--- config.mk ---
export PLATFORM = sky130hd
export DESIGN_NAME = imm_pack_flat
export DESIGN_NICKNAME = d
export VERILOG_FILES = /design/src/rtl/imm_pack_pkg.sv /design/src/rtl/imm_pack_if.sv /design/src/rtl/imm_pack_scatter.sv /design/src/rtl/imm_pack.sv /design/src/flat_wrapper.sv
export SDC_FILE = /design/constraint.sdc
export NUM_CORES = 1
export LEC_CHECK = 0
export BUFFER_PORTS_ARGS = -buffer_cell sky130_fd_sc_hd__buf_2
export CAP_MARGIN = 5
export CORE_UTILIZATION = 48
export CTS_CLUSTER_SIZE = 12
export DETAILED_ROUTE_END_ITERATION = 12
export PLACE_DENSITY = 0.8
export SYNTH_ARGS = -nofsm -noshare
export SYNTH_HDL_FRONTEND = slang
export SYNTH_SLANG_ARGS = --single-unit
--- constraint.sdc ---
create_clock -name clk -period 2.15 [get_ports clk]
set_clock_uncertainty 0.2 [all_clocks]
set_input_delay 0.3225 -clock clk [delete_from_list [all_inputs] [get_ports clk]]
set_output_delay 0.3225 -clock clk [all_outputs]
set_load 0.02 [all_outputs]
--- src/rtl/imm_pack_pkg.sv ---
// Shared control definitions for the instruction packer and the immediate extender.
// Latency: none (types and constants only).
// Backpressure: not applicable.
// Contents: ImmSrc encoding, OP_IMM opcode, request struct, immediate-range helper.
package imm_pack_pkg;

  // ImmSrc encoding shared with the extender; values 5..7 are unused/invalid.
  typedef enum logic [2:0] {
    IMM_I = 3'd0,
    IMM_B = 3'd1,
    IMM_S = 3'd2,
    IMM_J = 3'd3,
    IMM_U = 3'd4
  } imm_src_t;

  localparam logic [6:0] OP_IMM = 7'h13;

  // Bits that must all carry the sign for each signed immediate format.
  localparam logic [31:0] SIGN_MASK_IS = 32'hFFFF_F800;  // imm[31:11]
  localparam logic [31:0] SIGN_MASK_B  = 32'hFFFF_F000;  // imm[31:12]
  localparam logic [31:0] SIGN_MASK_J  = 32'hFFF0_0000;  // imm[31:20]

  // One packing request, as presented on the input stream.
  typedef struct packed {
    logic [2:0]  imm_src;   // raw 3 bits so invalid codes can be carried
    logic [6:0]  opcode;
    logic [4:0]  rd;
    logic [4:0]  rs1;
    logic [4:0]  rs2;
    logic [2:0]  funct3;
    logic [6:0]  funct7;
    logic [31:0] imm;
  } pack_req_t;

  // True when every bit selected by mask is identical (all 0 or all 1).
  function automatic logic uniform(input logic [31:0] v, input logic [31:0] mask);
    return ((v & mask) == 32'h0) || ((v & mask) == mask);
  endfunction

endpackage

--- src/rtl/imm_pack_if.sv ---
// Packer stream bundle: request stream in, packed-word stream out, error counter.
// Latency: none (wires only).
// Backpressure: valid/ready on both streams.
// Modports: slave = packer side, master = producer/consumer (bench or loader) side.
interface imm_pack_if #(
  parameter int ADDR_WIDTH = 32
);
  import imm_pack_pkg::*;

  // request stream
  logic                  in_valid;
  logic                  in_ready;
  logic [2:0]            in_imm_src;
  logic [6:0]            in_opcode;
  logic [4:0]            in_rd;
  logic [4:0]            in_rs1;
  logic [4:0]            in_rs2;
  logic [2:0]            in_funct3;
  logic [6:0]            in_funct7;
  logic [31:0]           in_imm;

  // packed-word stream
  logic                  out_valid;
  logic                  out_ready;
  logic [31:0]           out_instr;
  logic [ADDR_WIDTH-1:0] out_addr;
  logic                  out_err;
  logic [15:0]           err_count;

  modport slave (
    input  in_valid, in_imm_src, in_opcode, in_rd, in_rs1, in_rs2,
           in_funct3, in_funct7, in_imm, out_ready,
    output in_ready, out_valid, out_instr, out_addr, out_err, err_count
  );

  modport master (
    output in_valid, in_imm_src, in_opcode, in_rd, in_rs1, in_rs2,
           in_funct3, in_funct7, in_imm, out_ready,
    input  in_ready, out_valid, out_instr, out_addr, out_err, err_count
  );

endinterface

--- src/rtl/imm_pack_scatter.sv ---
// imm_scatter: scatters a 32-bit immediate and register fields into an I/S/B/J/U word.
// Latency: purely combinational.
// Backpressure: none; the caller registers the result.
// Ports: req (fields + ImmSrc), instr (packed word), err (only with IMM_PACK_CHECK_EN).
// IMM_PACK_CHECK_EN: when defined, err flags immediates the format cannot encode.
module imm_scatter
  import imm_pack_pkg::*;
(
  input  pack_req_t   req,
  output logic [31:0] instr
`ifdef IMM_PACK_CHECK_EN
  ,
  output logic        err
`endif
);

  // Shift-immediate form: funct7 occupies the top of the I immediate field.
  logic is_shift;
  assign is_shift = (req.imm_src == IMM_I) && (req.opcode == OP_IMM) &&
                    ((req.funct3 == 3'd1) || (req.funct3 == 3'd5));

  always_comb begin
    // I layout is the fallback for both IMM_I and the invalid codes.
    instr = {req.imm[11:0], req.rs1, req.funct3, req.rd, req.opcode};
    case (req.imm_src)
      IMM_I: begin
        if (is_shift) begin
          instr = {req.funct7, req.imm[4:0], req.rs1, req.funct3, req.rd, req.opcode};
        end
      end
      IMM_S: instr = {req.imm[11:5], req.rs2, req.rs1, req.funct3, req.imm[4:0], req.opcode};
      IMM_B: instr = {req.imm[12], req.imm[10:5], req.rs2, req.rs1, req.funct3,
                      req.imm[4:1], req.imm[11], req.opcode};
      IMM_J: instr = {req.imm[20], req.imm[10:1], req.imm[11], req.imm[19:12],
                      req.rd, req.opcode};
      IMM_U: instr = {req.imm[31:12], req.rd, req.opcode};
      default: ;
    endcase
  end

`ifdef IMM_PACK_CHECK_EN
  // An immediate is representable when extending the packed word gives it back.
  always_comb begin
    err = 1'b1;
    case (req.imm_src)
      IMM_I: err = is_shift ? (|req.imm[31:5]) : !uniform(req.imm, SIGN_MASK_IS);
      IMM_S: err = !uniform(req.imm, SIGN_MASK_IS);
      IMM_B: err = req.imm[0] || !uniform(req.imm, SIGN_MASK_B);
      IMM_J: err = req.imm[0] || !uniform(req.imm, SIGN_MASK_J);
      IMM_U: err = |req.imm[11:0];
      default: err = 1'b1;
    endcase
  end
`endif

endmodule

--- src/rtl/imm_pack.sv ---
// imm_pack: packs instruction fields + immediate into a word tagged with a memory address.
// Latency: 1 cycle from input handshake to out_valid; one word per cycle sustained.
// Backpressure: in_ready = !out_valid || out_ready (0 in reset); held word stable while stalled.
// Ports: clk, rst (sync, active-high), bus (imm_pack_if.slave) carrying both streams.
// Params: ADDR_WIDTH (out_addr width), BASE_ADDR (address of first word after reset).
// IMM_PACK_CHECK_EN: when defined, out_err/err_count are live; otherwise both are tied to 0.
module imm_pack
  import imm_pack_pkg::*;
#(
  parameter int                    ADDR_WIDTH = 32,
  parameter logic [ADDR_WIDTH-1:0] BASE_ADDR  = '0
) (
  input  logic        clk,
  input  logic        rst,
  imm_pack_if.slave   bus
);

  pack_req_t   req;
  logic [31:0] instr_nxt;
  logic        take;
  logic        drain;

  assign req = '{
    imm_src: bus.in_imm_src,
    opcode:  bus.in_opcode,
    rd:      bus.in_rd,
    rs1:     bus.in_rs1,
    rs2:     bus.in_rs2,
    funct3:  bus.in_funct3,
    funct7:  bus.in_funct7,
    imm:     bus.in_imm
  };

  assign bus.in_ready = !rst && (!bus.out_valid || bus.out_ready);
  assign take         = bus.in_valid && bus.in_ready;
  assign drain        = bus.out_valid && bus.out_ready;

`ifdef IMM_PACK_CHECK_EN
  logic err_nxt;

  imm_scatter u_scatter (
    .req   (req),
    .instr (instr_nxt),
    .err   (err_nxt)
  );
`else
  imm_scatter u_scatter (
    .req   (req),
    .instr (instr_nxt)
  );
`endif

  // Output register and address counter. The address always names the held
  // word: it steps on each drain, so a same-cycle reload gets the next slot.
  always_ff @(posedge clk) begin
    if (rst) begin
      bus.out_valid <= 1'b0;
      bus.out_instr <= 32'h0;
      bus.out_addr  <= BASE_ADDR;
    end else begin
      if (drain) begin
        bus.out_addr <= bus.out_addr + ADDR_WIDTH'(4);
      end
      if (take) begin
        bus.out_valid <= 1'b1;
        bus.out_instr <= instr_nxt;
      end else if (drain) begin
        bus.out_valid <= 1'b0;
      end
    end
  end

`ifdef IMM_PACK_CHECK_EN
  always_ff @(posedge clk) begin
    if (rst) begin
      bus.out_err   <= 1'b0;
      bus.err_count <= 16'h0;
    end else begin
      if (take) begin
        bus.out_err <= err_nxt;
      end
      // Counted when the consumer takes the word, saturating at all-ones.
      if (drain && bus.out_err && (bus.err_count != 16'hFFFF)) begin
        bus.err_count <= bus.err_count + 16'd1;
      end
    end
  end
`else
  assign bus.out_err   = 1'b0;
  assign bus.err_count = 16'h0;
`endif

endmodule
--- src/flat_wrapper.sv ---
// flat-port wrapper written by rule: the top's interface ports become plain ports
module imm_pack_flat import imm_pack_pkg::*;
#(
  parameter int                    ADDR_WIDTH = 32,
  parameter logic [ADDR_WIDTH-1:0] BASE_ADDR  = '0
)
  (clk, rst, bus_in_valid, bus_in_imm_src, bus_in_opcode, bus_in_rd, bus_in_rs1, bus_in_rs2, bus_in_funct3, bus_in_funct7, bus_in_imm, bus_out_ready, bus_in_ready, bus_out_valid, bus_out_instr, bus_out_addr, bus_out_err, bus_err_count);
  imm_pack_if #(.ADDR_WIDTH(ADDR_WIDTH)) bus_i ();
  input  logic clk;
  input  logic rst;
  input wire logic [$bits(bus_i.in_valid)-1:0] bus_in_valid;
  input wire logic [$bits(bus_i.in_imm_src)-1:0] bus_in_imm_src;
  input wire logic [$bits(bus_i.in_opcode)-1:0] bus_in_opcode;
  input wire logic [$bits(bus_i.in_rd)-1:0] bus_in_rd;
  input wire logic [$bits(bus_i.in_rs1)-1:0] bus_in_rs1;
  input wire logic [$bits(bus_i.in_rs2)-1:0] bus_in_rs2;
  input wire logic [$bits(bus_i.in_funct3)-1:0] bus_in_funct3;
  input wire logic [$bits(bus_i.in_funct7)-1:0] bus_in_funct7;
  input wire logic [$bits(bus_i.in_imm)-1:0] bus_in_imm;
  input wire logic [$bits(bus_i.out_ready)-1:0] bus_out_ready;
  output wire logic [$bits(bus_i.in_ready)-1:0] bus_in_ready;
  output wire logic [$bits(bus_i.out_valid)-1:0] bus_out_valid;
  output wire logic [$bits(bus_i.out_instr)-1:0] bus_out_instr;
  output wire logic [$bits(bus_i.out_addr)-1:0] bus_out_addr;
  output wire logic [$bits(bus_i.out_err)-1:0] bus_out_err;
  output wire logic [$bits(bus_i.err_count)-1:0] bus_err_count;
  assign bus_i.in_valid = bus_in_valid;
  assign bus_i.in_imm_src = bus_in_imm_src;
  assign bus_i.in_opcode = bus_in_opcode;
  assign bus_i.in_rd = bus_in_rd;
  assign bus_i.in_rs1 = bus_in_rs1;
  assign bus_i.in_rs2 = bus_in_rs2;
  assign bus_i.in_funct3 = bus_in_funct3;
  assign bus_i.in_funct7 = bus_in_funct7;
  assign bus_i.in_imm = bus_in_imm;
  assign bus_i.out_ready = bus_out_ready;
  assign bus_in_ready = bus_i.in_ready;
  assign bus_out_valid = bus_i.out_valid;
  assign bus_out_instr = bus_i.out_instr;
  assign bus_out_addr = bus_i.out_addr;
  assign bus_out_err = bus_i.out_err;
  assign bus_err_count = bus_i.err_count;
  imm_pack #(.ADDR_WIDTH(ADDR_WIDTH), .BASE_ADDR(BASE_ADDR)) u_core (.clk(clk), .rst(rst), .bus(bus_i));
endmodule
==> results of run 1 <==
worst max-delay path, delay by kind of cell, from the launching register on:
| kind | cells | cell delay (ns) |
|---|---|---|
| AND/OR/NAND/NOR | 3 | 1.00 |
| flip-flops | 1 | 0.39 |
| adder cells (fa/ha/maj) | 1 | 0.18 |
| AO/OA/AOI/OAI | 1 | 0.16 |
synth_stat cells (8+ instances only):
cell type,count
dfxtp_1,63
nand2_1,40
a21oi_1,28
o21ai_0,22
clkbuf_1,21
nor2_1,21
nor3_1,21
buf_4,19
nor2b_1,16
nand3b_1,14
nand3_1,13
mux2i_1,12
o31ai_1,12
or4_1,12
nor3b_1,10
inv_1,9
o22ai_1,9
a31o_2,8
nand4_1,8
sequential cells by signal, indices dropped and copies added, names as in the netlist:
signal and flops:
u_core.bus.out_instr 32, u_core.bus.out_valid 1, u_core.bus.out_addr 30
metal layers:
layer / vias up / track usage, % / share of wire [%]
met5: - / 0 / 0
met4: 0 / 10.9 / 2.1
met3: 17 / 6.53 / 6.0
met2: 129 / 44.0 / 50
met1: 1806 / 29.5 / 42
li1: 1872 / - / -
worst min-delay path by stage:
stage	slack [ns]	start	depth (start not counted)	end
6_report	0.02	bus_in_opcode[4]	3	u_core.bus.out_instr[4]
5_1_grt	0.03	bus_in_opcode[4]	3	u_core.bus.out_instr[4]
3_3_place_gp	0.25	u_core.bus.out_instr[30]	1	u_core.bus.out_instr[30]
3_5_place_dp	0.25	u_core.bus.out_instr[26]	2	u_core.bus.out_instr[26]
2_1_floorplan	0.22	bus_in_opcode[0]	2	u_core.bus.out_instr[0]
4_1_cts	0.01	bus_in_opcode[4]	3	u_core.bus.out_instr[4]
per-stage QoR:
| stage | util [%] | total power [mW] |
|---|---|---|
| global route | 63.9 | 2.92 |
| floorplan | - | 1.61 |
| detailed placement | 60.2 | 1.77 |
| CTS | 63.7 | 2.81 |
| finish | 63.9 | 2.80 |
| global placement | 60.2 | 1.76 |
power groups by stage:
stage               combinational [mW]  clock [mW]  sequential (mW)
global route                     0.561        1.10             1.25
CTS                              0.511        1.06             1.25
detailed placement               0.501           0             1.27
global placement                 0.489           0             1.27
finish                           0.515        1.04             1.25
floorplan                        0.270           0             1.34
placed cells by master (no fill, tap or decap), drive strengths merged, types with 14 or more instances in the layout:
cell    synthesis  routed
nor2           21      21
nand2          40      40
dfxtp          63      63
nor2b          16      16
o21ai          22      22
nand3b         14      14
a21oi          28      28
nor3           22      22
conb            1      19
buf            29     158
area by class of cell:
cell class                      count  area (µm²)  share of cell area, %
Antenna cell                        1        2.50                 0.0540
Clock buffer                       13         149                   3.21
Clock inverter                      3        42.5                  0.917
Inverter                            9        33.8                  0.728
Multi-Input combinational cell    337        2110                   45.6
Sequential cell                    63        1260                   27.2
Tap cell                           99         124                   2.67
Timing Repair Buffer              164         911                   19.6
repair_timing:
| action | 4_1_cts | 5_1_grt |
|---|---|---|
| buffers inserted | 0 | 0 |
| hold buffers | 6 | 0 |
| gates resized for setup | 0 | 2 |
| endpoints found under the setup margin | 0 | 3 |
| endpoints found under the hold margin | 6 | 0 |
logic make-up (layout without fill, tap and decap cells):
| logic type | Yosys count | count (layout) | share of synthesized area, % |
|---|---|---|---|
| AOI/OAI and AO/OA | 103 | 103 | 18.6 |
| xor gates and xnor gates | 12 | 12 | 2.92 |
| adders and majority gates | 2 | 2 | 0.625 |
| buffers and inverters | 59 | 189 | 8.58 |
| DFF | 63 | 63 | 35.0 |
| muxes | 19 | 19 | 5.52 |
| other | 1 | 20 | 0.104 |
| and+or+nand+nor | 182 | 182 | 28.7 |
==> impl_summary.log, run 1 <==
[metrics] critical path arrival: between 2 and 2.5 ns
[metrics] syn_area_per_cell: 8.17 µm²
[metrics] combinational share of power: approximately 18%
[metrics] Mapped Cells: roughly 440
[metrics] Worst R2R End: u_core.bus.out_addr[30]
[metrics] highest-delay cell along the critical path: or4_1
[metrics] source-to-sink clock delay at the later pin of the worst-skew pair: ~0.34 ns
[metrics] setup ws final: between 0.1 and 0.15 ns
[metrics] upper clock frequency limit: ~0.50 GHz
[metrics] overall track demand over capacity in global routing: around a quarter
[metrics] number of fillers in the final layout: 634
[metrics] global-route wire length before repair: approximately 15000 µm
[metrics] Area growth, synth to finish: 28.8%
[metrics] number of global-route vias before repair: around 3300
[metrics] Port-buffer cells: roughly 130
[metrics] post-DP HPWL: 7110 µm
[metrics] Distinct cells, synth: 50
[metrics] number of design rule violations left after detail routing: 0
[metrics] total congestion overflow after global routing: 0
[metrics] summed area of non-filler cells in the final layout: roughly 0.0046 mm²
[metrics] synth warn: 0
[metrics] placeable core region: between 0.007 and 0.008 mm²
[metrics] initial detailed-routing violation count: 130
[metrics] post-route minimum period: around 2 ns
[metrics] RSZ-0062 raised after global routing: false
[metrics] number of placement rows: 31
[metrics] share of final-layout standard cells stronger than drive strength 1: between 30% and 40%
[metrics] total wire length after detailed routing: between 9000 and 10000 µm
[metrics] number of storage elements in the synthesis netlist: 63
[metrics] reported net switching power: approximately 800 µW
[metrics] Setup Crit Path Kind: reg2reg
[metrics] Slowest Stage Delay on Critical Path: 0.59 ns
[metrics] vertical die dimension: 88.6 µm
[metrics] cts bufs inserted: 9
[metrics] asr flop ratio synth: 0%
[metrics] tightest hold margin: between 0.02 and 0.025 ns
[metrics] Leak Pwr: 2.04 nW
[metrics] instance area at placement: around 0.0044 mm²
[metrics] worst-path fanout max: 12
[metrics] net switching fraction of the power: 28.5%
[metrics] run status: completed
[metrics] sequence of cells on the critical path: ha_1 -> and3_1 -> nand2_1 -> or4_1 -> a21oi_1
[metrics] maximum number of pins on one net before global-route repair: 30
[metrics] # H-tree levels: 3
[metrics] number of nets with antenna violations after routing: 0
[metrics] Crit path required time: about 2.2 ns
[metrics] mapped cell area: ~0.0036 mm²
[metrics] Avg Vias per Cell: about 5.6
[metrics] TritonCTS clock tree: built
[metrics] buffer levels on the longest clock path: 2
[metrics] final cycle utilization of the critical path: just over 90%
[metrics] setup slack, reg-to-reg: ~0.15 ns
[metrics] Slew Limit Headroom: 63.7%
[metrics] clock edge transition at the registers on the reported setup and hold paths: ~0.070 ns
[metrics] slew at the pin closest to its max-slew limit: between 0.5 and 0.6 ns
[metrics] cell count of the worst reg-to-reg path: 5
[metrics] net count reported at finish: 656
[metrics] EDFF count, synth: 0
[metrics] Final Wtd Congestion: around 0.82
[metrics] CP endpoint: u_core.bus.out_addr[30]
[metrics] max-slew violation count: 0
[metrics] fraction of power consumed by sequential logic: 44.6%
[metrics] final setup violation count: 0
[metrics] crit path capture type: register
[metrics] startpoint of the most critical register-to-register path: u_core.bus.out_addr[2]
[metrics] total die area: around 0.008 mm²
[metrics] clock root buffer: clkbuf_8
[metrics] die outline width: 88.6 µm
[metrics] number of search-and-repair iterations in the first detailed-routing pass: 4
[metrics] proportion of netlist area held by the largest area contributor: 35.0%
[metrics] final hold violations: 0
[metrics] power share of the clock group: between 30% and 40%
[metrics] Initial Utilization: between 40% and 50%
[metrics] start point of the critical path: u_core.bus.out_addr[2]
[metrics] antenna violations before repair: 1
[metrics] wire length per cell after detailed routing: ~14 µm
[metrics] Setup Slack @ Placement: 0.167 ns
[metrics] Worst Hold Class: in2reg
[metrics] largest cells by area after synthesis: dfxtp_1 (35%), nand2_1 (4.2%), buf_4 (4.0%)
[metrics] number of standard cells in the layout, taps in and fillers out: around 690
[metrics] number of top-level pins: about 150
[metrics] Sinks on Clock Net: between 60 and 70
[metrics] power density cells: around 600 mW/mm²
[metrics] MaxCap Viol Count: 0
[metrics] Int Pwr: roughly 2.0 mW
[metrics] setup total negative slack: 0 ns
[metrics] commonest register cell after synthesis: dfxtp_1
[metrics] largest voltage drop on the vdd net: ~0.25 mV
[metrics] area leader, netlist: dfxtp_1
[metrics] sequential cell area fraction in the yosys report: 35.0%
[metrics] Inst Count DP: ~670
[metrics] Worst Setup Start Kind: register
[metrics] number of vias after detailed routing: ~3800
No activity file was read; power rests on OpenSTA's default activity.
==> run 2: changes to the inputs <==
==> constraint.sdc (replaced) <==
create_clock -name clk -period 2.05 [get_ports clk]
set_clock_uncertainty 0.2 [all_clocks]
set_input_delay 0.3075 -clock clk [delete_from_list [all_inputs] [get_ports clk]]
set_output_delay 0.3075 -clock clk [all_outputs]
set_load 0.02 [all_outputs]
==> impl_summary.log, run 2 (synthesis gave the netlist of run 1 again) <==
[metrics] run status: completed
[metrics] number of vias after detailed routing: 3901
[metrics] total congestion overflow after global routing: 0
[metrics] Avg Vias per Cell: between 5 and 6
[metrics] Setup Crit Path Kind: in2reg
[metrics] number of global-route vias before repair: 3501
[metrics] total power after layout: around 2.8 mW
[metrics] number of fillers in the final layout: approximately 630
[metrics] setup ws final: 0.0471 ns
[metrics] vertical die dimension: between 80 and 90 µm
[metrics] placeable core region: 0.00725 mm²
[metrics] final setup violation count: 0
[metrics] highest-delay cell along the critical path: dlygate4sd3_1
[metrics] initial detailed-routing violation count: ~120
[metrics] final cycle utilization of the critical path: a little over nine tenths
[metrics] clock edge transition at the registers on the reported setup and hold paths: 0.07 ns
[metrics] setup slack, reg-to-reg: approximately 0.17 ns
[metrics] die outline width: roughly 89 µm
[metrics] share of final-layout standard cells stronger than drive strength 1: between 30% and 40%
[metrics] Inst Count DP: slightly below 700
[metrics] global-route wire length before repair: about 16000 µm
[metrics] Sinks on Clock Net: 63
[metrics] worst-path fanout max: 2
[metrics] net count reported at finish: ~670
[metrics] clock root buffer: clkbuf_8
[metrics] TritonCTS clock tree: built
[metrics] final hold violations: 0
[metrics] maximum number of pins on one net before global-route repair: 56
[metrics] total die area: between 0.007 and 0.008 mm²
[metrics] critical path arrival: 2.06 ns
[metrics] RSZ-0062 raised after global routing: true
[metrics] Slew Limit Headroom: 63.7%
[metrics] Worst Hold Class: in2reg
[metrics] final core area utilization: around two thirds
[metrics] # H-tree levels: 3
[metrics] total buffers and inverters traversed by the critical path: 2
[metrics] crit-path leading delay family: buffers and inverters
[metrics] buffer levels on the longest clock path: 2
[metrics] wire length per cell after detailed routing: 14.3 µm
[metrics] number of standard cells in the layout, taps in and fillers out: ~700
[metrics] slew at the pin closest to its max-slew limit: 0.544 ns
[metrics] number of placement rows: 31
[metrics] Slowest Stage Delay on Critical Path: approximately 0.55 ns
[metrics] number of flip-flops under the largest register name: 32
[metrics] overall track demand over capacity in global routing: about a quarter
[metrics] leading cell type in the layout, fill and taps excluded: buf_2
[metrics] source-to-sink clock delay at the later pin of the worst-skew pair: about 0.34 ns
[metrics] sequence of cells on the critical path: dlygate4sd3_1 -> buf_2 -> nor4b_2 -> and4b_1 -> mux2_2 -> a221oi_2
[metrics] Largest regs: u_core.bus.out_instr (32), u_core.bus.out_addr (30), u_core.bus.out_valid (1)
[metrics] number of nets with antenna violations after routing: 0
[metrics] number of search-and-repair iterations in the first detailed-routing pass: 5
[metrics] number of design rule violations left after detail routing: 0
[metrics] most used cells in the layout excluding fill and tap cells: buf_2 (134), dfxtp_1 (61), nand2_1 (39), buf_4 (32), a21oi_1 (28)
[metrics] post-route minimum period: around 2 ns
[metrics] upper clock frequency limit: roughly 0.50 GHz
[metrics] Initial Utilization: between 40% and 50%
[metrics] Crit path required time: between 2 and 2.5 ns
[metrics] largest voltage drop on the vdd net: 0.336 mV
[metrics] number of top-level pins: ~150
[metrics] register ranked first by flip-flop count: u_core.bus.out_instr
[metrics] Final Wtd Congestion: between 0.8 and 0.9
[metrics] Port-buffer cells: 134
[metrics] Setup Slack @ Placement: roughly 0.044 ns
[metrics] post-DP HPWL: about 7000 µm
[metrics] Leak Pwr: around 2.1 nW
[metrics] antenna violations before repair: 1
[metrics] power density cells: 589 mW/mm²
[metrics] crit path capture type: register
[metrics] MaxCap Viol Count: 0
[metrics] max-slew violation count: 0
[metrics] Worst Setup Start Kind: primary input
[metrics] total wire length after detailed routing: 10000 µm
[metrics] cts bufs inserted: 9
[metrics] Area growth, synth to finish: 30.4%
==> run 2: cell count changes in the layout (fill, tap and decap cells not counted), moves of 2 or more <==
cell      delta
dfxtp_1      -2
clkinv_2     +2
dfxtp_2      +2
buf_4        +8
==> run 2: cell type report <==
type | count | area, µm² | area share, %
Tap cell | 99 | 124 | 2.64
Clock inverter | 4 | 22.5 | 0.479
Timing Repair Buffer | 173 | 981 | 20.9
Inverter | 9 | 33.8 | 0.719
Multi-Input combinational cell | 338 | 2140 | 45.5
Clock buffer | 12 | 135 | 2.88
Sequential cell | 63 | 1260 | 26.9
Antenna cell | 1 | 2.50 | 0.0533
==> run 2: report_power, final <==
group	leakage, nW	total, mW	internal, mW	switching [mW]
sequential	0.515	1.31	1.28	0.0304
clock	0.0801	0.909	0.433	0.476
combinational	1.49	0.544	0.226	0.318
==> run 2: metal layers <==
layer  share of wire, %  global-route usage (%)  up-vias  routed length (µm)
met4                2.6                    12.8        0                 263
met5                  0                       0        -                   0
met1                 40                    30.1     1829                4060
met2                 50                    42.9      154                5060
li1                   -                       -     1893                   -
met3                6.4                    6.25       25                 645
==> run 2: path summary, 6_finish.rpt <==
check,start,end,depth (start not counted)
worst max-delay path,bus_in_opcode[3],u_core.bus.out_instr[31],6
worst min-delay path,rst,u_core.bus.out_valid,2
worst max register to register,u_core.bus.out_addr[5],u_core.bus.out_addr[27],5
worst min register to register,u_core.bus.out_instr[26],u_core.bus.out_instr[26],2
==> run 2: per-stage QoR <==
step	instance area, µm²	hold WS, ns	TNS (ns)
floorplan	3670	0.206	-0.00267
global placement	4430	0.246	0
detailed placement	4430	0.253	0
CTS	4660	0.00434	0
global route	4700	0.0297	-0.0385
finish	4700	0.0177	0
==> run 2: repair_timing <==
item                                   CTS  global route
endpoints found under the hold margin    7             0
setup buffers                            0             0
hold buffers                             7             0
setup endpoints to repair                0            13
resized for setup                        0             4
==> run 3: changes to the inputs <==
--- a/config.mk
+++ b/config.mk
@@ -11,6 +11,7 @@
 export CTS_CLUSTER_SIZE = 12
 export DETAILED_ROUTE_END_ITERATION = 12
 export PLACE_DENSITY = 0.8
+export RECOVER_POWER = 25
 export SYNTH_ARGS = -nofsm -noshare
 export SYNTH_HDL_FRONTEND = slang
 export SYNTH_SLANG_ARGS = --single-unit
==> constraint.sdc (replaced) <==
create_clock -name clk -period 2 [get_ports clk]
set_clock_uncertainty 0.2 [all_clocks]
set_input_delay 0.3 -clock clk [delete_from_list [all_inputs] [get_ports clk]]
set_output_delay 0.3 -clock clk [all_outputs]
set_load 0.02 [all_outputs]
==> impl_summary.log, run 3 (synthesis gave the netlist of run 1 again) <==
[metrics] vertical die dimension: ~90 µm
[metrics] TritonCTS clock tree: built
[metrics] Int Pwr: 2.31 mW
[metrics] number of nets with antenna violations after routing: 0
[metrics] Worst Setup Start Kind: primary input
[metrics] Slowest Stage Delay on Critical Path: ~0.54 ns
[metrics] Setup Crit Path Kind: in2reg
[metrics] overall track demand over capacity in global routing: approximately a quarter
[metrics] register ranked first by flip-flop count: u_core.bus.out_instr
[metrics] fraction of power consumed by sequential logic: a little over two fifths
[metrics] source-to-sink clock delay at the later pin of the worst-skew pair: about 0.34 ns
[metrics] maximum number of pins on one net before global-route repair: 38
[metrics] power density cells: about 660 mW/mm²
[metrics] Sinks on Clock Net: 63
[metrics] max-slew violation count: 0
[metrics] share of final-layout standard cells stronger than drive strength 1: between 30% and 40%
[metrics] area of combinational cells with multiple inputs: 0.00214 mm²
[metrics] total congestion overflow after global routing: 0
[metrics] combinational share of power: about 18%
[metrics] Port-buffer cells: approximately 130
[metrics] crit path capture type: register
[metrics] Avg Vias per Cell: about 5.5
[metrics] Setup Slack @ Placement: 0.0613 ns
[metrics] net count reported at finish: approximately 670
[metrics] setup slack, reg-to-reg: ~0.090 ns
[metrics] die outline width: between 80 and 90 µm
[metrics] post-DP HPWL: approximately 7400 µm
[metrics] global-route wire length before repair: about 16000 µm
[metrics] sequence of cells on the critical path: dlygate4sd3_1 -> buf_2 -> nor3b_2 -> and4b_2 -> buf_4 -> or3_1 -> a32o_1
[metrics] number of fillers in the final layout: 637
[metrics] cts bufs inserted: 9
[metrics] antenna violations before repair: 0
[metrics] antenna fix cells: 0
[metrics] post-route minimum period: slightly above 2 ns
[metrics] number of placement rows: 31
[metrics] leading cell type in the layout, fill and taps excluded: buf_2
[metrics] placeable core region: a little over 0.007 mm²
[metrics] Initial Utilization: 49.7%
[metrics] MaxCap Viol Count: 0
[metrics] final setup violation count: 1
[metrics] clock root buffer: clkbuf_8
[metrics] Crit path required time: 2.04 ns
[metrics] buffer levels on the longest clock path: 2
[metrics] net switching fraction of the power: roughly 28%
[metrics] number of flip-flops under the largest register name: 32
[metrics] number of design rule violations left after detail routing: 0
[metrics] upper clock frequency limit: about 0.5 GHz
[metrics] area of all sequential standard cells: about 0.0013 mm²
[metrics] Area growth, synth to finish: 33.1%
[metrics] total die area: 0.00786 mm²
[metrics] Final Wtd Congestion: just over 0.8
[metrics] final hold violations: 0
[metrics] RSZ-0062 raised after global routing: true
[metrics] critical path arrival: approximately 2 ns
[metrics] largest voltage drop on the vdd net: 0.493 mV
[metrics] setup ws final: -0.0215 ns
[metrics] # H-tree levels: 3
[metrics] number of vias after detailed routing: 3840
[metrics] final cycle utilization of the critical path: 101%
[metrics] total power after layout: between 3 and 4 mW
[metrics] run status: finished, violations left
[metrics] reported net switching power: a little under 900 µW
[metrics] violated checks: setup timing
[metrics] number of global-route vias before repair: approximately 3600
[metrics] clock edge transition at the registers on the reported setup and hold paths: ~0.060 ns
[metrics] Largest regs: u_core.bus.out_instr (32), u_core.bus.out_addr (30), u_core.bus.out_valid (1)
[metrics] worst-path fanout max: 3
[metrics] Worst Hold Class: in2reg
[metrics] Leak Pwr: a little over 2 nW
[metrics] number of search-and-repair iterations in the first detailed-routing pass: 5
[metrics] wire length per cell after detailed routing: about 14 µm
[metrics] highest-delay cell along the critical path: dlygate4sd3_1
[metrics] most used cells in the layout excluding fill and tap cells: buf_2 (107), dfxtp_1 (60), nand2_1 (39), buf_4 (39), a21oi_1 (28)
[metrics] total wire length after detailed routing: between 10000 and 15000 µm
[metrics] initial detailed-routing violation count: 122
[metrics] number of top-level pins: roughly 150
[metrics] power share of the clock group: about two fifths
[run 3: metal layers]
layer | track usage [%] | routed length (µm)
met1 | 28.0 | 4040
met2 | 45.5 | 5240
met3 | 7.74 | 639
met4 | 10.1 | 111
met5 | 0 | 0
[run 3: cell type report]
cell class / instances / share of cell area [%]
sequential: 63 / 26.4
clock buffer: 11 / 3.16
inverter: 9 / 0.705
clock inverter: 5 / 1.64
multi-input combinational: 337 / 44.7
tap: 99 / 2.58
timing repair buffer: 180 / 20.9
[run 3: timing repair]
action                     4_1_cts  5_1_grt
setup buffers                    0        1
setup endpoints to repair        0       14
hold buffers                     7        0
gates resized for setup          0        8
hold endpoints to repair         7        0
[run 3: worst paths after layout]
kind / cells after the start / start / end
worst max register to register: 4 / u_core.bus.out_addr[16] / u_core.bus.out_addr[23]
worst max-delay path: 7 / bus_in_opcode[0] / u_core.bus.out_instr[30]
worst min register to register: 1 / u_core.bus.out_instr[30] / u_core.bus.out_instr[30]
worst min-delay path: 3 / bus_in_imm[9] / u_core.bus.out_instr[29]
[run 3: power groups by stage]
| stage | combinational, mW | clock (mW) | sequential [mW] |
|---|---|---|---|
| CTS | 0.559 | 1.30 | 1.34 |
| detailed placement | 0.548 | 0 | 1.37 |
| global placement | 0.531 | 0 | 1.37 |
| floorplan | 0.290 | 0 | 1.44 |
| finish | 0.558 | 1.28 | 1.35 |
| global route | 0.608 | 1.34 | 1.35 |
[run 3: critical path: cells and delay by family]
family                 cells  cell delay, ns
AO/OA/AOI/OAI              1            0.24
buffers and inverters      3            0.81
AND/OR/NAND/NOR            3            0.71
[run 3: metrics by stage]
| step | hold WS [ns] | cells | setup TNS, ns | util (%) | cell area (µm²) |
|---|---|---|---|---|---|
| 2_1_floorplan | 0.199 | 459 | -0.0194 | - | 3680 |
| 3_3_place_gp | 0.250 | 680 | 0 | 61.8 | 4480 |
| 3_5_place_dp | 0.255 | 680 | 0 | 61.8 | 4480 |
| 4_1_cts | 0.00786 | 703 | 0 | 65.9 | 4780 |
| 5_1_grt | 0.0272 | 704 | -0.0784 | 66.1 | 4790 |
| 6_report | 0.0123 | 704 | -0.0215 | 66.1 | 4790 |
